===== src/rtl/multdiv_issue_pkg.sv =====
// ============================================================================
// multdiv_issue_pkg: shared op/state types for the mult/div issue controller.
// Rev 1.0
// ============================================================================
`default_nettype none

package multdiv_issue_pkg;

    localparam int unsigned C_DEFAULT_WIDTH = 64;

    typedef enum logic [3:0] {
        MULT_MUL    = 4'd0,
        MULT_MULH   = 4'd1,
        MULT_MULHSU = 4'd2,
        MULT_MULHU  = 4'd3,
        MULT_MULW   = 4'd4,
        MULT_DIV    = 4'd5,
        MULT_DIVU   = 4'd6,
        MULT_REM    = 4'd7,
        MULT_REMU   = 4'd8,
        MULT_DIVW   = 4'd9,
        MULT_DIVUW  = 4'd10,
        MULT_REMW   = 4'd11,
        MULT_REMUW  = 4'd12
    } mult_t;

    typedef enum logic [1:0] {
        IDLE  = 2'd0,
        ISSUE = 2'd1,
        WAIT  = 2'd2,
        DONE  = 2'd3
    } issue_state_t;

    // Encodings above MULT_REMUW are decoder garbage, not real ops.
    function automatic logic is_multdiv_type(input mult_t t);
        return (t <= MULT_REMUW);
    endfunction

endpackage

`default_nettype wire


===== src/rtl/multdiv_issue_if.sv =====
// ============================================================================
// multdiv_issue_if: operand/result bus between issue controller and unit.
// Rev 1.0
// ============================================================================
`default_nettype none

interface multdiv_issue_if
    import multdiv_issue_pkg::*;
#(
    parameter int WIDTH = 64
) ();

    logic [WIDTH-1:0] mc_a;
    logic [WIDTH-1:0] mc_b;
    mult_t            mc_type;
    logic             mc_is_multdiv;
    logic             mc_flush;
    logic [WIDTH-1:0] mc_c;
    logic             mc_ok;

    modport master (
        output mc_a,
        output mc_b,
        output mc_type,
        output mc_is_multdiv,
        output mc_flush,
        input  mc_c,
        input  mc_ok
    );

    modport slave (
        input  mc_a,
        input  mc_b,
        input  mc_type,
        input  mc_is_multdiv,
        input  mc_flush,
        output mc_c,
        output mc_ok
    );

endinterface

`default_nettype wire


===== src/rtl/multdiv_issue_reuse_cache.sv =====
// ============================================================================
// multdiv_reuse_cache: one-entry {type,a,b} -> result store with exact match.
// Rev 1.0
// ============================================================================
`default_nettype none

module multdiv_reuse_cache
    import multdiv_issue_pkg::*;
#(
    parameter int WIDTH = 64
) (
    input  logic             clk,
    input  logic             reset,
    input  logic             wr_en,
    input  mult_t            wr_type,
    input  logic [WIDTH-1:0] wr_a,
    input  logic [WIDTH-1:0] wr_b,
    input  logic [WIDTH-1:0] wr_res,
    input  mult_t            lk_type,
    input  logic [WIDTH-1:0] lk_a,
    input  logic [WIDTH-1:0] lk_b,
    output logic             hit,
    output logic [WIDTH-1:0] hit_res
);

    logic             r_valid;
    mult_t            r_type;
    logic [WIDTH-1:0] r_a;
    logic [WIDTH-1:0] r_b;
    logic [WIDTH-1:0] r_res;

    // Entry is a pure function of its key, so only reset invalidates it.
    always_ff @(posedge clk or posedge reset) begin
        if (reset) begin
            r_valid <= 1'b0;
            r_type  <= MULT_MUL;
            r_a     <= '0;
            r_b     <= '0;
            r_res   <= '0;
        end else if (wr_en) begin
            r_valid <= 1'b1;
            r_type  <= wr_type;
            r_a     <= wr_a;
            r_b     <= wr_b;
            r_res   <= wr_res;
        end
    end

    assign hit     = r_valid && (lk_type == r_type) && (lk_a == r_a) && (lk_b == r_b);
    assign hit_res = r_res;

endmodule

`default_nettype wire


===== src/rtl/multdiv_issue.sv =====
// ============================================================================
// multdiv_issue: EX-stage issue/stall/flush controller for the multicycle
// mult/div unit. Optional MULTDIV_REUSE_EN adds a one-entry result cache.
// Rev 1.0
// ============================================================================
`default_nettype none

module multdiv_issue
    import multdiv_issue_pkg::*;
#(
    parameter int WIDTH = 64
) (
    input  logic              clk,
    input  logic              reset,
    input  logic              in_valid,
    input  logic [WIDTH-1:0]  in_a,
    input  logic [WIDTH-1:0]  in_b,
    input  mult_t             in_type,
    input  logic              flush,
    input  logic              ex_advance,
    output logic              stall,
    output logic [WIDTH-1:0]  result,
    output logic              result_valid,
    multdiv_issue_if.master   mc
);

    issue_state_t     r_state;
    issue_state_t     w_state_nxt;
    logic [WIDTH-1:0] r_a;
    logic [WIDTH-1:0] r_b;
    mult_t            r_type;
    logic [WIDTH-1:0] r_res;

    logic             w_latch;
    logic             w_issue;
    logic             w_capture;
    logic             w_load_hit;
    logic             w_hit;
    logic [WIDTH-1:0] w_hit_res;

`ifdef MULTDIV_REUSE_EN
    multdiv_reuse_cache #(
        .WIDTH   (WIDTH)
    ) u_reuse_cache (
        .clk     (clk),
        .reset   (reset),
        .wr_en   (w_capture),
        .wr_type (r_type),
        .wr_a    (r_a),
        .wr_b    (r_b),
        .wr_res  (mc.mc_c),
        .lk_type (in_type),
        .lk_a    (in_a),
        .lk_b    (in_b),
        .hit     (w_hit),
        .hit_res (w_hit_res)
    );
`else
    assign w_hit     = 1'b0;
    assign w_hit_res = '0;
`endif

    always_comb begin
        w_state_nxt  = r_state;
        stall        = 1'b0;
        result_valid = 1'b0;
        w_latch      = 1'b0;
        w_issue      = 1'b0;
        w_capture    = 1'b0;
        w_load_hit   = 1'b0;

        case (r_state)
            IDLE: begin
                // reset gating keeps stall low while async reset is held
                if (in_valid && !reset && !flush) begin
                    stall   = 1'b1;
                    w_latch = 1'b1;
                    if (w_hit) begin
                        w_load_hit  = 1'b1;
                        w_state_nxt = DONE;
                    end else begin
                        w_state_nxt = ISSUE;
                    end
                end
            end
            ISSUE: begin
                stall       = 1'b1;
                w_issue     = !flush;
                w_state_nxt = WAIT;
            end
            WAIT: begin
                stall = 1'b1;
                if (mc.mc_ok) begin
                    w_capture   = 1'b1;
                    w_state_nxt = DONE;
                end
            end
            DONE: begin
                result_valid = 1'b1;
                if (ex_advance) begin
                    w_state_nxt = IDLE;
                end
            end
            default: begin
                w_state_nxt = IDLE;
            end
        endcase

        // Flush beats every other same-cycle event and drops any in-flight result.
        if (flush) begin
            w_state_nxt = IDLE;
            w_capture   = 1'b0;
        end
    end

    always_ff @(posedge clk or posedge reset) begin
        if (reset) begin
            r_state <= IDLE;
            r_a     <= '0;
            r_b     <= '0;
            r_type  <= MULT_MUL;
            r_res   <= '0;
        end else begin
            r_state <= w_state_nxt;
            if (w_latch) begin
                r_a    <= in_a;
                r_b    <= in_b;
                r_type <= in_type;
            end
            if (w_capture) begin
                r_res <= mc.mc_c;
            end else if (w_load_hit) begin
                r_res <= w_hit_res;
            end
        end
    end

    assign mc.mc_a          = r_a;
    assign mc.mc_b          = r_b;
    assign mc.mc_type       = r_type;
    assign mc.mc_is_multdiv = w_issue;
    assign mc.mc_flush      = flush;
    assign result           = r_res;

    // Garbage op types still issue; this only flags the decoder fault.
    a_legal_type: assert property (@(posedge clk) disable iff (reset)
        (r_state == IDLE && in_valid && !flush) |-> is_multdiv_type(in_type));

endmodule

`default_nettype wire

===== src/flat_wrapper.sv =====
// flat-port wrapper written by rule: the top's interface ports become plain ports
module multdiv_issue_flat import multdiv_issue_pkg::*;
#(
    parameter int WIDTH = 64
)
  (clk, reset, in_valid, in_a, in_b, in_type, flush, ex_advance, stall, result, result_valid, mc_mc_a, mc_mc_b, mc_mc_type, mc_mc_is_multdiv, mc_mc_flush, mc_mc_c, mc_mc_ok);
  multdiv_issue_if #(.WIDTH(WIDTH)) mc_i ();
  input  logic clk;
  input  logic reset;
  input  logic in_valid;
  input  logic [WIDTH-1:0] in_a;
  input  logic [WIDTH-1:0] in_b;
  input  mult_t in_type;
  input  logic flush;
  input  logic ex_advance;
  output logic stall;
  output logic [WIDTH-1:0] result;
  output logic result_valid;
  output wire logic [$bits(mc_i.mc_a)-1:0] mc_mc_a;
  output wire logic [$bits(mc_i.mc_b)-1:0] mc_mc_b;
  output wire logic [$bits(mc_i.mc_type)-1:0] mc_mc_type;
  output wire logic [$bits(mc_i.mc_is_multdiv)-1:0] mc_mc_is_multdiv;
  output wire logic [$bits(mc_i.mc_flush)-1:0] mc_mc_flush;
  input wire logic [$bits(mc_i.mc_c)-1:0] mc_mc_c;
  input wire logic [$bits(mc_i.mc_ok)-1:0] mc_mc_ok;
  assign mc_mc_a = mc_i.mc_a;
  assign mc_mc_b = mc_i.mc_b;
  assign mc_mc_type = mc_i.mc_type;
  assign mc_mc_is_multdiv = mc_i.mc_is_multdiv;
  assign mc_mc_flush = mc_i.mc_flush;
  assign mc_i.mc_c = mc_mc_c;
  assign mc_i.mc_ok = mc_mc_ok;
  multdiv_issue #(.WIDTH(WIDTH)) u_core (.clk(clk), .reset(reset), .in_valid(in_valid), .in_a(in_a), .in_b(in_b), .in_type(in_type), .flush(flush), .ex_advance(ex_advance), .stall(stall), .result(result), .result_valid(result_valid), .mc(mc_i));
endmodule

===== config.mk =====
export PLATFORM = sky130hd
export DESIGN_NAME = multdiv_issue_flat
export DESIGN_NICKNAME = d
export VERILOG_FILES = /design/src/rtl/multdiv_issue_pkg.sv /design/src/rtl/multdiv_issue_if.sv /design/src/rtl/multdiv_issue_reuse_cache.sv /design/src/rtl/multdiv_issue.sv /design/src/flat_wrapper.sv
export SDC_FILE = /design/constraint.sdc
export NUM_CORES = 1
export LEC_CHECK = 0
export BUFFER_PORTS_ARGS = -buffer_cell sky130_fd_sc_hd__buf_2
export CORE_AREA = 2 2 158 160
export CTS_CLUSTER_SIZE = 12
export DETAILED_ROUTE_END_ITERATION = 16
export DIE_AREA = 0 0 160 162
export SLEW_MARGIN = 20
export SYNTH_ARGS = -nofsm -noshare
export SYNTH_HDL_FRONTEND = slang
export SYNTH_SLANG_ARGS = --single-unit

===== constraint.sdc =====
create_clock -name clk -period 9.8 [get_ports clk]
set_input_delay 0.49 -clock clk [delete_from_list [all_inputs] [get_ports clk]]
set_output_delay 0.49 -clock clk [all_outputs]
set_load 0.01 [all_outputs]

==> flow_metrics.tcl, run 1 <==
set metrics [dict create \
    nFillCells 2376 \
    postCtsSetupRepairBufs 0 \
    dpl.hpwl_um 13800 \
    hold_slack_ns 0.180 \
    htree_levels 4 \
    core-area_mm2 0.0241 \
    yosysSeqAreaShare_pct 65.6 \
    critPathKind "reg -> reg" \
    grtUsageTotal_pct 14.1 \
    switchingPower_mw 1.06 \
    rsz0062_at_grt "false" \
    drc 0 \
    synth_largest_area_cell "dfrtp_1" \
    wl_per_cell_um 15.7 \
    die_h_um 162 \
    finalNonFillerCells 1178 \
    cts_buffer_depth 2 \
    worstPathRequired_ns 10.10 \
    ys_types 16 \
    die_w_um 160 \
    grt-ovfl-total 0 \
    drive_gt1_share_pct 66.2 \
    dr.pass1.iters 4 \
    synthMuxAreaShare_pct 29.5 \
    fin_ws_ns 6.90 \
    critPathLaunchType "flip-flop" \
    syn_inst 440 \
    dieArea_mm2 0.0259 \
    p_leak_nw 5.32 \
    ctsHoldBuffers 0 \
    drtAntennaViolNets 0 \
    max_cap_viol_count 0 \
    powerDensity_mw_per_mm2 308 \
    dp_slack_ns 6.87 \
    grt_start_max_net_pins 103 \
    cts.root.buffer_cell "clkbuf_16" \
    yosys-top-cells-area "dfrtp_1, mux2_2, mux2_1" \
    crit_arrival_ns 3.20 \
    syn_nets 647 \
    setup_viol 0 \
    cts_buffers 17 \
    synthAdderAreaFrac_pct 0.829 \
    antennaDiodeCount 0 \
    dpl-instance-area_mm2 0.00982 \
    post-route-cell-area_mm2 0.0104 \
    synth_compound_area_share_pct 0.232 \
    initial_utilization_pct 31.3 \
    drt_wl_total_um 18500 \
    tns_ns 0 \
    final_cell_mix "buf_2, dfrtp_1, mux2_2" \
    finalHoldViolations 0 \
    cts_tree "yes" \
    final.min_clock_period_ns 2.90 \
    fin_crit_sh_pct 29.6 \
    std_cell_rows 57 \
    hp-class "in -> async" \
    p_clk_share_pct 20.7 \
    cts_resized 0 \
    nets 1050 \
    num_io_pins 402 \
    synthSimpleGateAreaFrac_pct 0.746 \
    clkSinkCount 198 \
    ys_ff_latch 198 \
    combPwrFrac_pct 35.8 \
    vias 5109 \
    worst_pin_slew_ns 0.919 \
    timing.critical_path.to_type "flip-flop" \
    synth_top_area_share_pct 65.6 \
    antenna_found_initial 0 \
    drt_first_iter_violations 200 \
    dpl.cell_count 1148 \
    syn_area_per_cell_um2 17.2 \
    clock_skew_ns 0.0105 \
    area_growth_pct 37.2 \
    max_freq_ghz 0.344 \
    grt_pass1_wl_um 28600 \
    grt_pass1_vias 5352 \
    gp_congestion 0.752 \
    clkLatencyLatePin_ns 0.42 \
    synth_top_family_by_area "multiplexers" \
    synth_xor_area_share_pct 0 \
    drt-vias-per-instance 4.34 \
    yosys_warnings 0 \
    switching_share_pct 33.2 \
    worstPathMaxFanout 72 \
    p_int_mw 2.13 \
    clk_pin_slew_ns 0.07 \
    maxSlewHeadroom_pct 38.8 \
    peakVddDrop_mv 0.139 \
    io_buffers 401 \
    synth_area_mm2 0.00755 \
    drv_slew 0 \
    pwr-share-seq_pct 43.6 \
    final_common_cell "buf_2" \
    status "complete, no violations" \
]
[per-layer routing]
metal  GRT usage [%]  vias up  part of all wire [%]
met2            23.9      230                    50
met5               0        -                     0
met3            5.90       20                   9.0
li1                -     2349                     -
met1            16.2     2510                    39
met4            4.71        0                   1.9
[layout make-up]
cell class	count	area, um2	area share (%)
clock inverters	12	111	1.08
flip-flops and latches	198	4950	47.8
multi-input cells	214	2380	23.0
repair buffers	407	2050	19.8
inverters	5	26.3	0.254
well taps	324	405	3.91
clock buffers	18	429	4.14
[power groups by stage]
stage / Clock [mW] / Combinational (mW) / Sequential (mW)
after floorplan: 0 / 0.417 / 1.60
after global placement: 0 / 1.15 / 1.40
after detailed placement: 0 / 1.16 / 1.41
after CTS: 0.683 / 1.16 / 1.40
after global routing: 0.724 / 1.23 / 1.44
final: 0.659 / 1.14 / 1.39
[registers in the layout, indices dropped and copies added, names as in the netlist]
name / count
u_core.mc.mc_type: 4
u_core.mc.mc_b: 64
u_core.result: 64
u_core.mc.mc_a: 64
u_core.r_state: 2
[cells by family (layout without fill, tap and decap cells)]
family,count (synthesis),after routing
AO/OA/AOI/OAI,2,2
adder cells (fa/ha/maj),5,5
buffers and inverters,28,442
flip-flops,198,198
multiplexers,198,198
AND/OR/NAND/NOR,9,9
[cell usage after synthesis, drive strengths merged]
cell and number:
dfrtp 198, mux2 196, buf 23, ha 5, inv 5, nand2b 4, mux2i 2, nor2 2
a222oi 1, nand3b 1, nor2b 1, nor4bb 1, o21bai 1
[worst max-delay path, cell delays in order, from the launching register on]
cell and delay (ns):
dfrtp_1 0.42, inv_1 0.11, ha_1 0.19, nor4bb_4 0.32, buf_4 0.47, buf_4 0.78, mux2_2 0.42
[stage by stage]
step | power [mW] | util (%)
after global routing | 3.40 | 43.0
after floorplan | 2.01 | -
after global placement | 2.55 | 40.7
final | 3.19 | 43.0
after CTS | 3.24 | 43.0
after detailed placement | 2.57 | 40.7
[path summary, 6_finish.rpt]
check                                   start            endpoint  slack, ns  depth (start not counted)
max                         u_core.r_state[0]   u_core.mc.mc_b[9]       6.90                          6
min                                     reset  u_core.mc.mc_a[46]       0.18                          2
max reg2reg                 u_core.r_state[0]   u_core.mc.mc_b[9]       6.90                          6
min reg2reg                u_core.mc.mc_b[25]  u_core.mc.mc_b[25]       0.48                          1
max in group asynchronous               reset  u_core.mc.mc_b[55]       7.87                          4
min in group clk                     in_b[38]  u_core.mc.mc_b[38]       0.28                          2
(Power assumes the default switching activity.)
==> run 2, diff against run 1 <==
--- a/config.mk
+++ b/config.mk
@@ -6,10 +6,10 @@
 export NUM_CORES = 1
 export LEC_CHECK = 0
 export BUFFER_PORTS_ARGS = -buffer_cell sky130_fd_sc_hd__buf_2
-export CORE_AREA = 2 2 158 160
+export CORE_AREA = 2 2 156 158
 export CTS_CLUSTER_SIZE = 12
 export DETAILED_ROUTE_END_ITERATION = 16
-export DIE_AREA = 0 0 160 162
+export DIE_AREA = 0 0 158 160
 export SLEW_MARGIN = 20
 export SYNTH_ARGS = -nofsm -noshare
 export SYNTH_HDL_FRONTEND = slang
==> constraint.sdc (replaced) <==
create_clock -name clk -period 2.3 [get_ports clk]
set_input_delay 0.115 -clock clk [delete_from_list [all_inputs] [get_ports clk]]
set_output_delay 0.115 -clock clk [all_outputs]
set_load 0.01 [all_outputs]
==> flow_metrics.tcl, run 2 (synthesis gave the netlist of run 1 again) <==
set metrics [dict create \
    r2r-end "u_core.mc.mc_b[7]" \
    cts_buffer_depth 2 \
    cp_common_cell "nor2_1" \
    antennaDiodeCount 0 \
    grt_pass1_wl_um 32900 \
    grt_pass1_vias 6406 \
    fin_crit_sh_pct 91.3 \
    min_from "flush" \
    min_to "u_core.r_state[1]" \
    hp-class "in -> reg" \
    nets 1255 \
    initial_utilization_pct 31.7 \
    wl_per_cell_um 15.5 \
    clkLatencyLatePin_ns 0.42 \
    dr.pass1.iters 4 \
    drc 0 \
    max_cap_viol_count 0 \
    drv_slew 0 \
    finalNonFillerCells 1384 \
    drtAntennaViolNets 0 \
    p_leak_nw 6.22 \
    area_growth_pct 65.8 \
    maxSlewHeadroom_pct 62.2 \
    drt_wl_total_um 21400 \
    r2r_start "u_core.r_state[0]" \
    dpl.hpwl_um 13900 \
    critPathLaunch "u_core.r_state[0]" \
    final_common_cell "buf_2" \
    final.min_clock_period_ns 2.10 \
    rsz0062_at_grt "false" \
    clk_pin_slew_ns 0.07 \
    core-area_mm2 0.0238 \
    cts_buffers 17 \
    dpl-instance-area_mm2 0.00996 \
    antenna_found_initial 0 \
    clkSinkCount 198 \
    max_freq_ghz 0.476 \
    hold_slack_ns 0.134 \
    io_buffers 401 \
    worstPathMaxFanout 15 \
    crit_family "buffers and inverters" \
    crit_chain "inv_1 -> ha_1 -> nor4bb_4 -> clkbuf_16 -> nor2_1 -> nor2_1 -> buf_2" \
    hold_path_depth 3 \
    drt-vias-per-instance 4.27 \
    grt-ovfl-total 0 \
    r2r_slack_ns 0.32 \
    cts_tree "yes" \
    critPathKind "reg -> out" \
    status "complete, no violations" \
    gp_congestion 0.740 \
    vias 5916 \
    grt_start_max_net_pins 85 \
    die_h_um 160 \
    slowest_delay_ns 0.41 \
    cts.root.buffer_cell "clkbuf_16" \
    final_cell_mix "buf_2, dfrtp_1, dlygate4sd3_1" \
    fin_ws_ns 0.200 \
    htree_levels 4 \
    worstPathRequired_ns 2.18 \
    std_cell_rows 57 \
    worst_pin_slew_ns 0.567 \
    critPathSlowestCell "dfrtp_1" \
    post-route-cell-area_mm2 0.0125 \
    clock_skew_ns 0.0109 \
    setup_viol 0 \
    crit_arrival_ns 1.98 \
    dieArea_mm2 0.0253 \
    path_buf_inv 3 \
    peakVddDrop_mv 0.540 \
    powerDensity_mw_per_mm2 1120 \
    grtUsageTotal_pct 16.6 \
    num_io_pins 402 \
    drt_first_iter_violations 202 \
    finalHoldViolations 0 \
    timing.critical_path.to_type "output pin" \
    dp_slack_ns 0.230 \
    die_w_um 158 \
    nFillCells 2086 \
    worstRegToRegCells 6 \
    drive_gt1_share_pct 54.2 \
    dpl.cell_count 1154 \
    critPathLaunchType "flip-flop" \
]
run 2: cell types whose count changed in the layout (fill, tap and decap cells not counted), sizes merged:
cell,before,now
dlygate4sd3,0,197
buf,407,414
inv,12,7
clkinv,4,8
clkbuf,18,20
clkinvlp,1,2
run 2: stage by stage:
step	total power, mW	setup TNS (ns)	utilization (%)
floorplan	8.58	-74.32	-
global placement	10.9	0	41.8
detailed placement	11.0	0	41.8
CTS	14.2	0	52.4
global route	15.0	0	52.5
finish	14.0	0	52.5
run 2: report_power, final:
part	switching, mW	total (mW)	internal (mW)
logic	2.48	5.25	2.77
clock network	1.39	2.84	1.45
registers	0.798	5.96	5.16
total	4.66	14.0	9.38
run 2: metal layers:
| metal | global-route usage (%) | part of all wire [%] | vias up |
|---|---|---|---|
| li1 | - | - | 2757 |
| met1 | 18.2 | 39 | 2912 |
| met2 | 30.5 | 53 | 224 |
| met3 | 4.94 | 6.9 | 23 |
| met4 | 4.83 | 1.7 | 0 |
| met5 | 0 | 0 | - |
run 2: what timing repair did:
item                                   in CTS  in global routing
setup buffers                               0                  1
endpoints found under the hold margin     394                  0
setup endpoints to repair                   0                  1
resized for setup                           0                  1
hold buffers                              197                  0
run 2: worst min-delay path, stage by stage:
cell and delay (ns):
buf_2 0.20, nand2b_1 0.13, mux2i_1 0.06
run 2: cell type report:
cell class / count / area, um2 / area share, %
flip-flops and latches: 198 / 4950 / 39.6
clock inverters: 12 / 119 / 0.950
well taps: 324 / 405 / 3.24
repair buffers: 612 / 4190 / 33.5
inverters: 5 / 22.5 / 0.180
clock buffers: 19 / 443 / 3.54
multi-input cells: 214 / 2380 / 19.0
run 2: how the worst max path moves through the flow:
stage | end | slack (ns) | depth (start not counted)
2_1_floorplan | u_core.mc.mc_a[0] | -0.38 | 1
3_3_place_gp | u_core.mc.mc_b[8] | 0.29 | 6
3_5_place_dp | u_core.mc.mc_b[9] | 0.23 | 6
4_1_cts | stall | 0.05 | 7
5_1_grt | stall | 0.04 | 7
6_report | stall | 0.20 | 7
